--- config.mk ---
export PLATFORM = sky130hd
export DESIGN_NAME = sequence_extractor
export DESIGN_NICKNAME = d
export VERILOG_FILES = /design/src/rtl/sequence_extractor.sv
export SDC_FILE = /design/constraint.sdc
export NUM_CORES = 1
export LEC_CHECK = 0
export CAP_MARGIN = 20
export CORE_AREA = 5 5 103 115
export CTS_BUF_LIST = sky130_fd_sc_hd__clkbuf_2 sky130_fd_sc_hd__clkbuf_4 sky130_fd_sc_hd__clkbuf_8
export DETAILED_ROUTE_END_ITERATION = 10
export DIE_AREA = 0 0 108 120
export PLACE_DENSITY_LB_ADDON = 0.12
export SLEW_MARGIN = 40
export SYNTH_ARGS = -nofsm -noshare
export SYNTH_HDL_FRONTEND = slang
export SYNTH_SLANG_ARGS = --single-unit
--- constraint.sdc ---
create_clock -name clk -period 4.85 [get_ports clk]
set_input_delay 1.2125 -clock clk [delete_from_list [all_inputs] [get_ports clk]]
set_output_delay 1.2125 -clock clk [all_outputs]
set_load 0.005 [all_outputs]
--- src/rtl/sequence_extractor.sv ---
// Recovers the 40-bit identifier+sequence frame embedded as luma levels in one
// marked video line, majority-votes each bit cell and publishes the sequence.
module sequence_extractor #(
  parameter logic [9:0] THRESHOLD       = 10'h1F6,
  parameter logic [7:0] ID              = 8'hA5,
  parameter int         SAMPLES_PER_BIT = 36,
  parameter int         NUM_BITS        = 40,
  parameter int         VOTE_MIN        = 10
) (
  input  logic        clk,
  input  logic        rst,
  input  logic        enable,
  input  logic [9:0]  sample_in,
  output logic [31:0] sequence_out,
  output logic [7:0]  id_out,
  output logic        valid,
  output logic        id_error,
  output logic        busy
);

  // state    | meaning
  // IDLE     | waiting for enable; its first high edge is sample index 0
  // CAPTURE  | slicing luma, voting per cell, shifting decided bits
  // CHECK    | compare identifier, publish sequence or flag id_error
  // WAIT_LOW | line already consumed; wait for enable to drop
  typedef enum logic [1:0] {IDLE, CAPTURE, CHECK, WAIT_LOW} state_t;

  localparam logic [5:0] LAST_CELL = 6'(SAMPLES_PER_BIT - 1);
  localparam logic [5:0] LAST_BIT  = 6'(NUM_BITS - 1);
  localparam logic [4:0] VOTE_THR  = 5'(VOTE_MIN);

  state_t                state_q, state_d;
  logic [5:0]            cell_q, cell_d;
  logic [4:0]            vote_q, vote_d;
  logic [5:0]            bit_q, bit_d;
  logic [NUM_BITS-1:0]   shreg_q, shreg_d;
  logic [31:0]           seq_q, seq_d;
  logic [7:0]            id_q, id_d;
  logic                  valid_q, valid_d;
  logic                  err_q, err_d;

  logic                  luma_hit;
  logic [4:0]            vote_sum;
  logic                  bit_val;

  assign luma_hit = (sample_in > THRESHOLD);
  assign vote_sum = vote_q + {4'b0, luma_hit};
  assign bit_val  = (vote_sum >= VOTE_THR);

  always_comb begin
    state_d = state_q;
    cell_d  = cell_q;
    vote_d  = vote_q;
    bit_d   = bit_q;
    shreg_d = shreg_q;
    seq_d   = seq_q;
    id_d    = id_q;
    valid_d = 1'b0;
    err_d   = 1'b0;
    case (state_q)
      IDLE: begin
        if (enable) begin
          // Index 0 (chroma) is consumed on this edge, so the next sample is index 1.
          cell_d  = 6'd1;
          vote_d  = '0;
          bit_d   = '0;
          shreg_d = '0;
          state_d = CAPTURE;
        end
      end
      CAPTURE: begin
        if (!enable) begin
          state_d = IDLE;
        end else begin
          if (cell_q[0]) vote_d = vote_sum;
          if (cell_q == LAST_CELL) begin
            cell_d  = '0;
            vote_d  = '0;
            bit_d   = bit_q + 6'd1;
            shreg_d = {shreg_q[NUM_BITS-2:0], bit_val};
            if (bit_q == LAST_BIT) state_d = CHECK;
          end else begin
            cell_d = cell_q + 6'd1;
          end
        end
      end
      CHECK: begin
        id_d = shreg_q[NUM_BITS-1 -: 8];
        if (shreg_q[NUM_BITS-1 -: 8] == ID) begin
          seq_d   = shreg_q[31:0];
          valid_d = 1'b1;
        end else begin
          err_d = 1'b1;
        end
        state_d = WAIT_LOW;
      end
      WAIT_LOW: begin
        if (!enable) state_d = IDLE;
      end
      default: state_d = IDLE;
    endcase
  end

  always_ff @(posedge clk or posedge rst) begin
    if (rst) begin
      state_q <= IDLE;
      cell_q  <= '0;
      vote_q  <= '0;
      bit_q   <= '0;
      shreg_q <= '0;
      seq_q   <= '0;
      id_q    <= '0;
      valid_q <= 1'b0;
      err_q   <= 1'b0;
    end else begin
      state_q <= state_d;
      cell_q  <= cell_d;
      vote_q  <= vote_d;
      bit_q   <= bit_d;
      shreg_q <= shreg_d;
      seq_q   <= seq_d;
      id_q    <= id_d;
      valid_q <= valid_d;
      err_q   <= err_d;
    end
  end

  assign sequence_out = seq_q;
  assign id_out       = id_q;
  assign valid        = valid_q;
  assign id_error     = err_q;
  assign busy         = (state_q == CAPTURE) || (state_q == CHECK);

endmodule

### Yosys cells after proc, flatten, opt, wreduce, memory -nomap -nowiden

Index checks and enable logic that the tools add are counted.

| cells by class | value |
|---|---|
| shift-type cells | 0 |
| mux-type cells | 27 |
| add/subtract/negate cells | 3 |
| div/mod/pow operators | 0 |
| bitwise gates (word level) | 0 |
| $mul | 0 |
| reduce and logical (&&, ||, !) cells | 8 |
| equality and inequality tests | 13 |
| $lt $le $gt $ge | 2 |

Operators by type and width:

| operator | count |
|---|---|
| $mux W40 | 3 |
| $pmux W40 S2 | 1 |
| $mux W6 | 6 |
| $pmux W6 S2 | 2 |
| $mux W5 | 4 |
| $add A6 B1 Y6 const B | 2 |
| $eq A6 B6 Y1 const B | 2 |
| $reduce_and A4 Y1 | 3 |
| $gt A10 B9 Y1 const B | 1 |
| $mux W2 | 5 |
| $pmux W5 S2 | 1 |
| $ne A3 B3 Y1 const B | 3 |
| $eq A8 B8 Y1 const B | 1 |
| $ne A2 B2 Y1 const B | 4 |
| $pmux W2 S4 | 1 |
| $add A5 B1 Y5 | 1 |
| $ge A5 B4 Y1 const B | 1 |
| $eq A2 B2 Y1 const B | 2 |
| $mux W1 | 4 |
| $reduce_and A3 Y1 | 1 |
| $eq A2 B1 Y1 const B | 1 |
| $logic_not A2 Y1 | 1 |
| $reduce_and A2 Y1 | 1 |
| $reduce_bool A2 Y1 | 1 |
| $logic_or A1 B1 Y1 | 1 |

| word-level totals | value |
|---|---|
| bits of input ports | 13 |
| ROM bits | 0 |
| latch bits | 0 |
| memories | 0 |
| bits in registers | 101 |
| memory bits (writable) | 0 |

### Logic depth before layout (Yosys ltp)

Gate-level depths: netlist of the first run.

| logic depth | value |
|---|---|
| word-level depth | 6 |
| depth in mapped cells | 8 |

### Worst setup path before layout of the first run

Ideal clock, no wire load.

| path | value |
|---|---|
| path type | input port to flip-flop |
| start | input sample_in[0] |
| end | register shreg_q[0] |
| cell stages on the path | 8 |
| data required time | 4.728 ns |
| buffers on the path | 0 |
| slack | 1.951 ns |
| data arrival time | 2.777 ns |
| cells stage by stage | a31o_2 a41o_1 ha_1 ha_1 nand2b_1 a31oi_1 o21bai_1 a32o_1 |

| on the way | value |
|---|---|
| cells in the longest elaborated chain, start to end | 6 |

RTL lines:

| what | RTL line | RTL |
|---|---|---|
| start, declared | 13 | `input logic [9:0] sample_in,` |
| $gt A10 B9 Y1 | 46 | `assign luma_hit = (sample_in > THRESHOLD);` |
| $add A5 B1 Y5 | 47 | `assign vote_sum = vote_q + {4'b0, luma_hit};` |
| $ge A5 B4 Y1 | 48 | `assign bit_val = (vote_sum >= VOTE_THR);` |
| $mux W40 | 76 | `if (cell_q == LAST_CELL) begin` |
| $mux W40 | 72 | `if (!enable) begin` |
| $pmux W40 S2 | 60 | `case (state_q)` |
| end signal, assigned | 120 | `shreg_q <= shreg_d;` |
| end, declared | 36 | `logic [NUM_BITS-1:0] shreg_q, shreg_d;` |

Every way passes these cells. The select of a mux whose other input is x is not followed.
A chain may end at the register's enable or synchronous reset.

### Worst setup path in the final report of the first run

Same ends and word-level chain as after synthesis.

==> results by group, run 1 <==
Power and ir drop
  – Combinational power share: 16.4%
  – Leakage: 2.38 nW
  – Power Density: 342 nW/µm²
  – Clock network fraction of design power: 31.5%
  – Internal Power: 1.24 mW
  – Flop pwr share: a little over half
  – Switching Fraction: 29.0%
  – Worst VDD drop: between 0.0001 and 0.00015 V
  – Switching power: 0.508 mW

Drt
  – Initial DRT Pass Iterations: 4
  – Via-to-Cell Ratio: 5.13
  – Initial DRC count: 58
  – Drt wl/cell: 15.6 µm
  – Routed vias: 2638
  – DRC Markers: 0
  – Antenna violation net count after detailed routing: 0
  – Final WL: 8.01 mm

Logic synthesis
  – Seq cells post-synth: 101
  – Largest family of logic cells by synthesized area: compound AO/OA/AOI/OAI gates
  – Synthesized instance count: a little over 300
  – Ys async rst share: 100%
  – Post-synthesis mux area share: 10.9%
  – Register area share after synthesis: between 60% and 70%
  – Main synth FF type: dfrtp_1
  – Post-Synth Adder-Cell Area: 2.42%
  – Simple-Gate Fraction of Synth Area: 7.69%
  – Netlist cell types: 46
  – Post-synth EDFFs: 0
  – Warnings from Yosys: 0
  – Xor/xnor cell area share of the yosys netlist: 1.27%
  – Post-synthesis compound-gate area fraction: 14.8%
  – Mean Syn Cell Area: between 10 and 15 µm²
  – Synthesized area: 4130 µm²
  – Syn Nets: 326

Global route
  – Largest net degree at the start of global routing: 43
  – Initial antenna violation count: 0
  – Vias in the first global route: 2782
  – First-pass GRT wire length: ~14 mm
  – Grt ovf: 0
  – Overall routing resource usage: 13.3%

Worst setup path
  – CP max stage delay: 0.40 ns
  – Crit path buf inv count: 1
  – Crit path DAT: 3.32 ns
  – Critical Path, Cell by Cell: clkdlybuf4s50_1 > a31o_2 > a41o_1 > ha_1 > ha_1 > nand2b_1 > a31oi_1 > o21bai_1 > a32o_1
  – Worst setup EP type: register
  – Crit path launch type: primary input
  – CP Data Required Time: 5.10 ns
  – Worst path slowest cell: clkdlybuf4s50_1
  – Most common cell on crit path: ha_1
  – Crit path depth: 9
  – CP top delay family: compound AO/OA/AOI/OAI gates
  – Worst Path Max Fanout: 4
  – R2R depth: 5
  – Crit path kind: in -> reg

CTS
  – Cts repair resizes: 0
  – H-tree levels: 3
  – Hold_buf cts: 0
  – Clk sinks: a little over 100
  – Worst skew pair latency: 0.36 ns
  – Post-CTS setup buffers: 0
  – Clock slew at reported path FFs: 0.10 ns
  – CTS Buffer Depth: 2
  – CTS Root Cell: clkbuf_8
  – Inserted Clock Buffers: 9
  – CTS tree: done

Die
  – Row count: 40
  – Io pins: 56
  – Die X: 108 µm
  – Core ar.: 10600 µm²
  – Die Height: roughly 120 µm
  – Initial Utilization: about two fifths
  – Die ar.: 13000 µm²

Layout
  – Area growth syn-to-layout: 23.6%
  – Diodes inserted: 0
  – Nets@finish: 383
  – Layout cells sized above 1: 20.2%

Place
  – Port Buffers: between 50 and 60
  – Worst slack, placed: 1.42 ns
  – Hpwl dp: 5.25 mm
  – RePlAce Congestion: roughly 0.74

STA
  – RSZ-0062 raised after global routing: no
  – Slew Limit Headroom: 60.5%
  – # setup viols final: 0
  – Skew final: 0.0124 ns
  – TNS Setup: 0 ns
  – Final Worst Setup Slack: 1.78 ns
  – Max Fclk: 0.326 GHz
  – Worst-Margin Slew: 0.584 ns
  – Fin crit share: ~63%
  – Minimum clock period: 3.07 ns
  – Hold Violations, Final: 0
  – Max-slew violations: 0

Job
  – MaxCap Viol Count: 0

Outcome
  – Status: finished clean

Worst hold path
  – Hold path cells: 1
  – Worst min path class: reg -> reg
-- routing by layer --
metal	vias up	global-route usage (%)	wire, µm	share of wire [%]
met2	36	20.3	3760	47
met1	1342	17.9	3830	48
li1	1250	-	-	-
met4	0	4.81	134	1.7
met3	10	3.82	295	3.7
met5	-	0	0	0
-- worst paths after layout --
kind	startpoint	to	slack, ns
min in group asynchronous	rst	sequence_out[20]	1.24
max reg2reg	cell_q[0]	state_q[0]	2.51
max	sample_in[0]	shreg_q[0]	1.78
max in group asynchronous	rst	sequence_out[13]	2.79
min reg2reg	sequence_out[11]	sequence_out[11]	0.51
min	sequence_out[11]	sequence_out[11]	0.51
-- flip-flops by register name, summed over array words and instances, names as in the netlist, named ones only --
register and flops:
state_q 1, shreg_q 40, cell_q 6, bit_q 6
id_error 1, id_out 8, sequence_out 32, vote_q 5
valid 1
-- kinds of logic after synthesis --
family                     count (synthesis)
DFF                                      101
AOI/OAI and AO/OA                         77
and+or+nand+nor                           54
muxes                                     40
buffers and inverters                     19
adders and majority gates                  8
xor gates and xnor gates                   6
-- metrics by stage --
| step | hold slack [ns] | total power, mW | cells | instance area (µm²) | utilization, % |
|---|---|---|---|---|---|
| 3_3_place_gp | 0.488 | 1.20 | 497 | 4870 | 45.9 |
| 4_1_cts | 0.517 | 1.76 | 513 | 5090 | 48.0 |
| 2_1_floorplan | 0.472 | 1.12 | 305 | 4130 | - |
| 5_1_grt | 0.534 | 1.85 | 514 | 5110 | 48.2 |
| 6_report | 0.514 | 1.75 | 514 | 5110 | 48.2 |
| 3_5_place_dp | 0.494 | 1.21 | 497 | 4890 | 46.1 |
-- worst register-to-register path: stages, from the launching register on --
cell and delay (ns):
dfrtp_1 0.43, ha_1 0.22, or4b_1 0.61, or4_4 0.58, a221oi_2 0.26, o32a_2 0.18
-- layout by cell type, fill, tap and decap left out, drive strengths merged, types with 4 or more instances in the layout --
master           n
buf              5
nand2           10
nor2             8
a21oi            7
clkdlybuf4s50   55
nor4             4
clkbuf          10
dfrtp          101
nand3            7
a21o             4
o21ai            7
a22o            44
mux2            40
inv              6
ha               8
-- power groups by stage --
| stage | Combinational [mW] | Sequential (mW) | Clock [mW] |
|---|---|---|---|
| floorplan | 0.199 | 0.916 | 0 |
| global placement | 0.276 | 0.924 | 0 |
| detailed placement | 0.282 | 0.927 | 0 |
| global route | 0.324 | 0.917 | 0.609 |
| CTS | 0.282 | 0.911 | 0.570 |
| finish | 0.287 | 0.911 | 0.550 |
-- area by class of cell --
class / instances / area, µm²
repair buffers: 60 / 596
inverters: 5 / 21.3
well taps: 147 / 184
clock inverters: 6 / 70.1
fillers: 993 / 5500
multi-input cells: 185 / 1570
clock buffers: 10 / 138
flip-flops and latches: 101 / 2530
-- cells in the mapped netlist, types with 4 or more instances --
cell      instances  share of area, %
clkbuf_1         13               1.2
ha_1              8               2.4
nor2_1            8              0.73
a22o_1           44               9.3
nor4_1            4              0.61
mux2_2           40                11
a21oi_1           7              0.85
inv_1             5              0.45
nand2_1          10              0.91
nand3_1           7              0.85
a21o_1            4              0.73
o21ai_0           7              0.85
dfrtp_1         101                61
Note: power is estimated with default switching activity, not from simulation.
==> run 2, diff against run 1 <==
- clock period: 4.85 -> 2.7 ns (I/O delays scaled with it)
==> run 2 against run 1 <==
Compared with the run above:
- routed wire length grew 1.8%
- cell count grew 0.97%
- die area is the same
- largest cell class unchanged
- largest power group unchanged
==> results by group, run 2 (synthesis results as in run 1) <==
Layout
  – Fill cell count: 996
  – Commonest non-fill, non-tap cell in the layout: dfrtp_1
  – Final cell count without fillers: between 500 and 600
  – Register with the most flip-flops: shreg_q
  – Largest register FFs: 40
  – Reg area: around 2500 µm²
  – Footprint of the multi-input gates: between 1500 and 2000 µm²
  – Layout cells sized above 1: 21.0%
  – Diodes inserted: 0
  – Most frequent cells in the layout: dfrtp_1, clkdlybuf4s50_1, a22o_1, mux2_2, clkbuf_8
  – Area growth syn-to-layout: 24.6%
  – Nets@finish: 388

Drt
  – Final WL: 8.16 mm
  – Via-to-Cell Ratio: 5.11
  – DRC Markers: 0
  – Routed vias: approximately 2700
  – Drt wl/cell: 15.7 µm
  – Antenna violation net count after detailed routing: 0
  – Initial DRT Pass Iterations: 4
  – Initial DRC count: 100

CTS
  – Clk sinks: slightly above 100
  – Inserted Clock Buffers: 9
  – Cts repair resizes: 0
  – Hold_buf cts: 0
  – CTS Buffer Depth: 2
  – Worst skew pair latency: roughly 0.36 ns
  – Post-CTS setup buffers: 0
  – CTS tree: done
  – CTS Root Cell: clkbuf_8
  – Clock slew at reported path FFs: 0.10 ns
  – H-tree levels: 3

Place
  – RePlAce Congestion: 0.748
  – Hpwl dp: 5.33 mm
  – Worst slack, placed: -0.161 ns
  – Post-Place Cells: 503
  – Port Buffers: 55

Worst setup path
  – Crit path buf inv count: 1
  – CP top delay family: compound AO/OA/AOI/OAI gates
  – Reg2Reg Capture Point: state_q[0]
  – Crit path to: shreg_q[0]
  – CP Data Required Time: 2.96 ns
  – CP max stage delay: between 0.4 and 0.5 ns
  – Worst path slowest cell: clkdlybuf4s50_1
  – Setup slack, reg-to-reg: 0.37 ns
  – Crit path launch type: primary input
  – Worst Path Max Fanout: 4
  – Reg2reg start: cell_q[0]
  – R2R depth: 5
  – Crit path kind: in -> reg
  – Critical Path, Cell by Cell: clkdlybuf4s50_1 > a31o_2 > a41o_1 > ha_1 > ha_1 > nand2b_1 > a31oi_1 > o21bai_1 > a32o_1
  – Most common cell on crit path: ha_1
  – Critical path startpoint: sample_in[0]
  – Crit path DAT: 2.76 ns
  – Crit path depth: 9
  – Worst setup EP type: register

Global route
  – Initial antenna violation count: 0
  – First-pass GRT wire length: 13.9 mm
  – Vias in the first global route: between 2000 and 3000
  – Largest net degree at the start of global routing: 51
  – Grt ovf: 0
  – Overall routing resource usage: 13.4%

Power and ir drop
  – Switching Fraction: 28.1%
  – Power Density: roughly 620 nW/µm²
  – Combinational power share: 16.5%
  – Leakage: approximately 2.4 nW
  – Internal Power: about 2.3 mW
  – Flop pwr share: 51.5%
  – Total chip power: approximately 3.2 mW
  – Switching power: between 0.8 and 0.9 mW
  – Worst VDD drop: 0.000321 V
  – Clock network fraction of design power: 32.0%

STA
  – Worst-Margin Slew: 0.492 ns
  – Max-slew violations: 0
  – Fin crit share: 92.7%
  – # setup viols final: 0
  – Skew final: roughly 0.011 ns
  – Minimum clock period: 2.50 ns
  – WHS: roughly 0.51 ns
  – Hold Violations, Final: 0
  – TNS Setup: 0 ns
  – Max Fclk: between 0.3 and 0.4 GHz
  – RSZ-0062 raised after global routing: no
  – Final Worst Setup Slack: 0.197 ns
  – Slew Limit Headroom: 67.1%

Die
  – Core ar.: about 11000 µm²
  – Row count: 40
  – Die ar.: 13000 µm²
  – Io pins: between 50 and 60
  – Initial Utilization: 39.0%
  – Die Height: 120 µm
  – Die X: 108 µm

Worst hold path
  – Hold_sp: sequence_out[16]
  – Worst min path class: reg -> reg

Job
  – MaxCap Viol Count: 0

Outcome
  – Status: finished clean
run 2: area by class of cell:
type / count / area share [%]
Sequential cell: 101 / 49.1
Multi-Input combinational cell: 185 / 30.3
Timing Repair Buffer: 65 / 12.4
Tap cell: 147 / 3.57
Clock buffer: 12 / 3.21
Clock inverter: 4 / 1.02
Inverter: 5 / 0.437
run 2: power groups by stage:
| stage | clock network, mW | logic [mW] | registers [mW] |
|---|---|---|---|
| 6_report | 1.02 | 0.525 | 1.63 |
| 3_3_place_gp | 0 | 0.525 | 1.66 |
| 3_5_place_dp | 0 | 0.531 | 1.66 |
| 4_1_cts | 1.06 | 0.533 | 1.63 |
| 2_1_floorplan | 0 | 0.358 | 1.65 |
| 5_1_grt | 1.11 | 0.586 | 1.65 |
run 2: stage by stage:
step	area, µm²	utilization, %
2_1_floorplan	4140	-
3_3_place_gp	4930	46.5
3_5_place_dp	4930	46.5
4_1_cts	5150	48.5
5_1_grt	5150	48.5
6_report	5150	48.5
run 2: how the worst min path moves through the flow:
stage                                  end  cells past startpoint
after floorplan                  vote_q[0]                      1
after global placement     sequence_out[5]                      1
after detailed placement  sequence_out[14]                      1
after CTS                 sequence_out[18]                      1
after global routing      sequence_out[14]                      1
final                     sequence_out[16]                      1
run 2: metal layers:
| layer | global-route usage [%] | share of wire (%) |
|---|---|---|
| met3 | 3.28 | 4.0 |
| met1 | 18.9 | 49 |
| met5 | 0 | 0 |
| met2 | 20.3 | 46 |
| met4 | 4.26 | 1.1 |
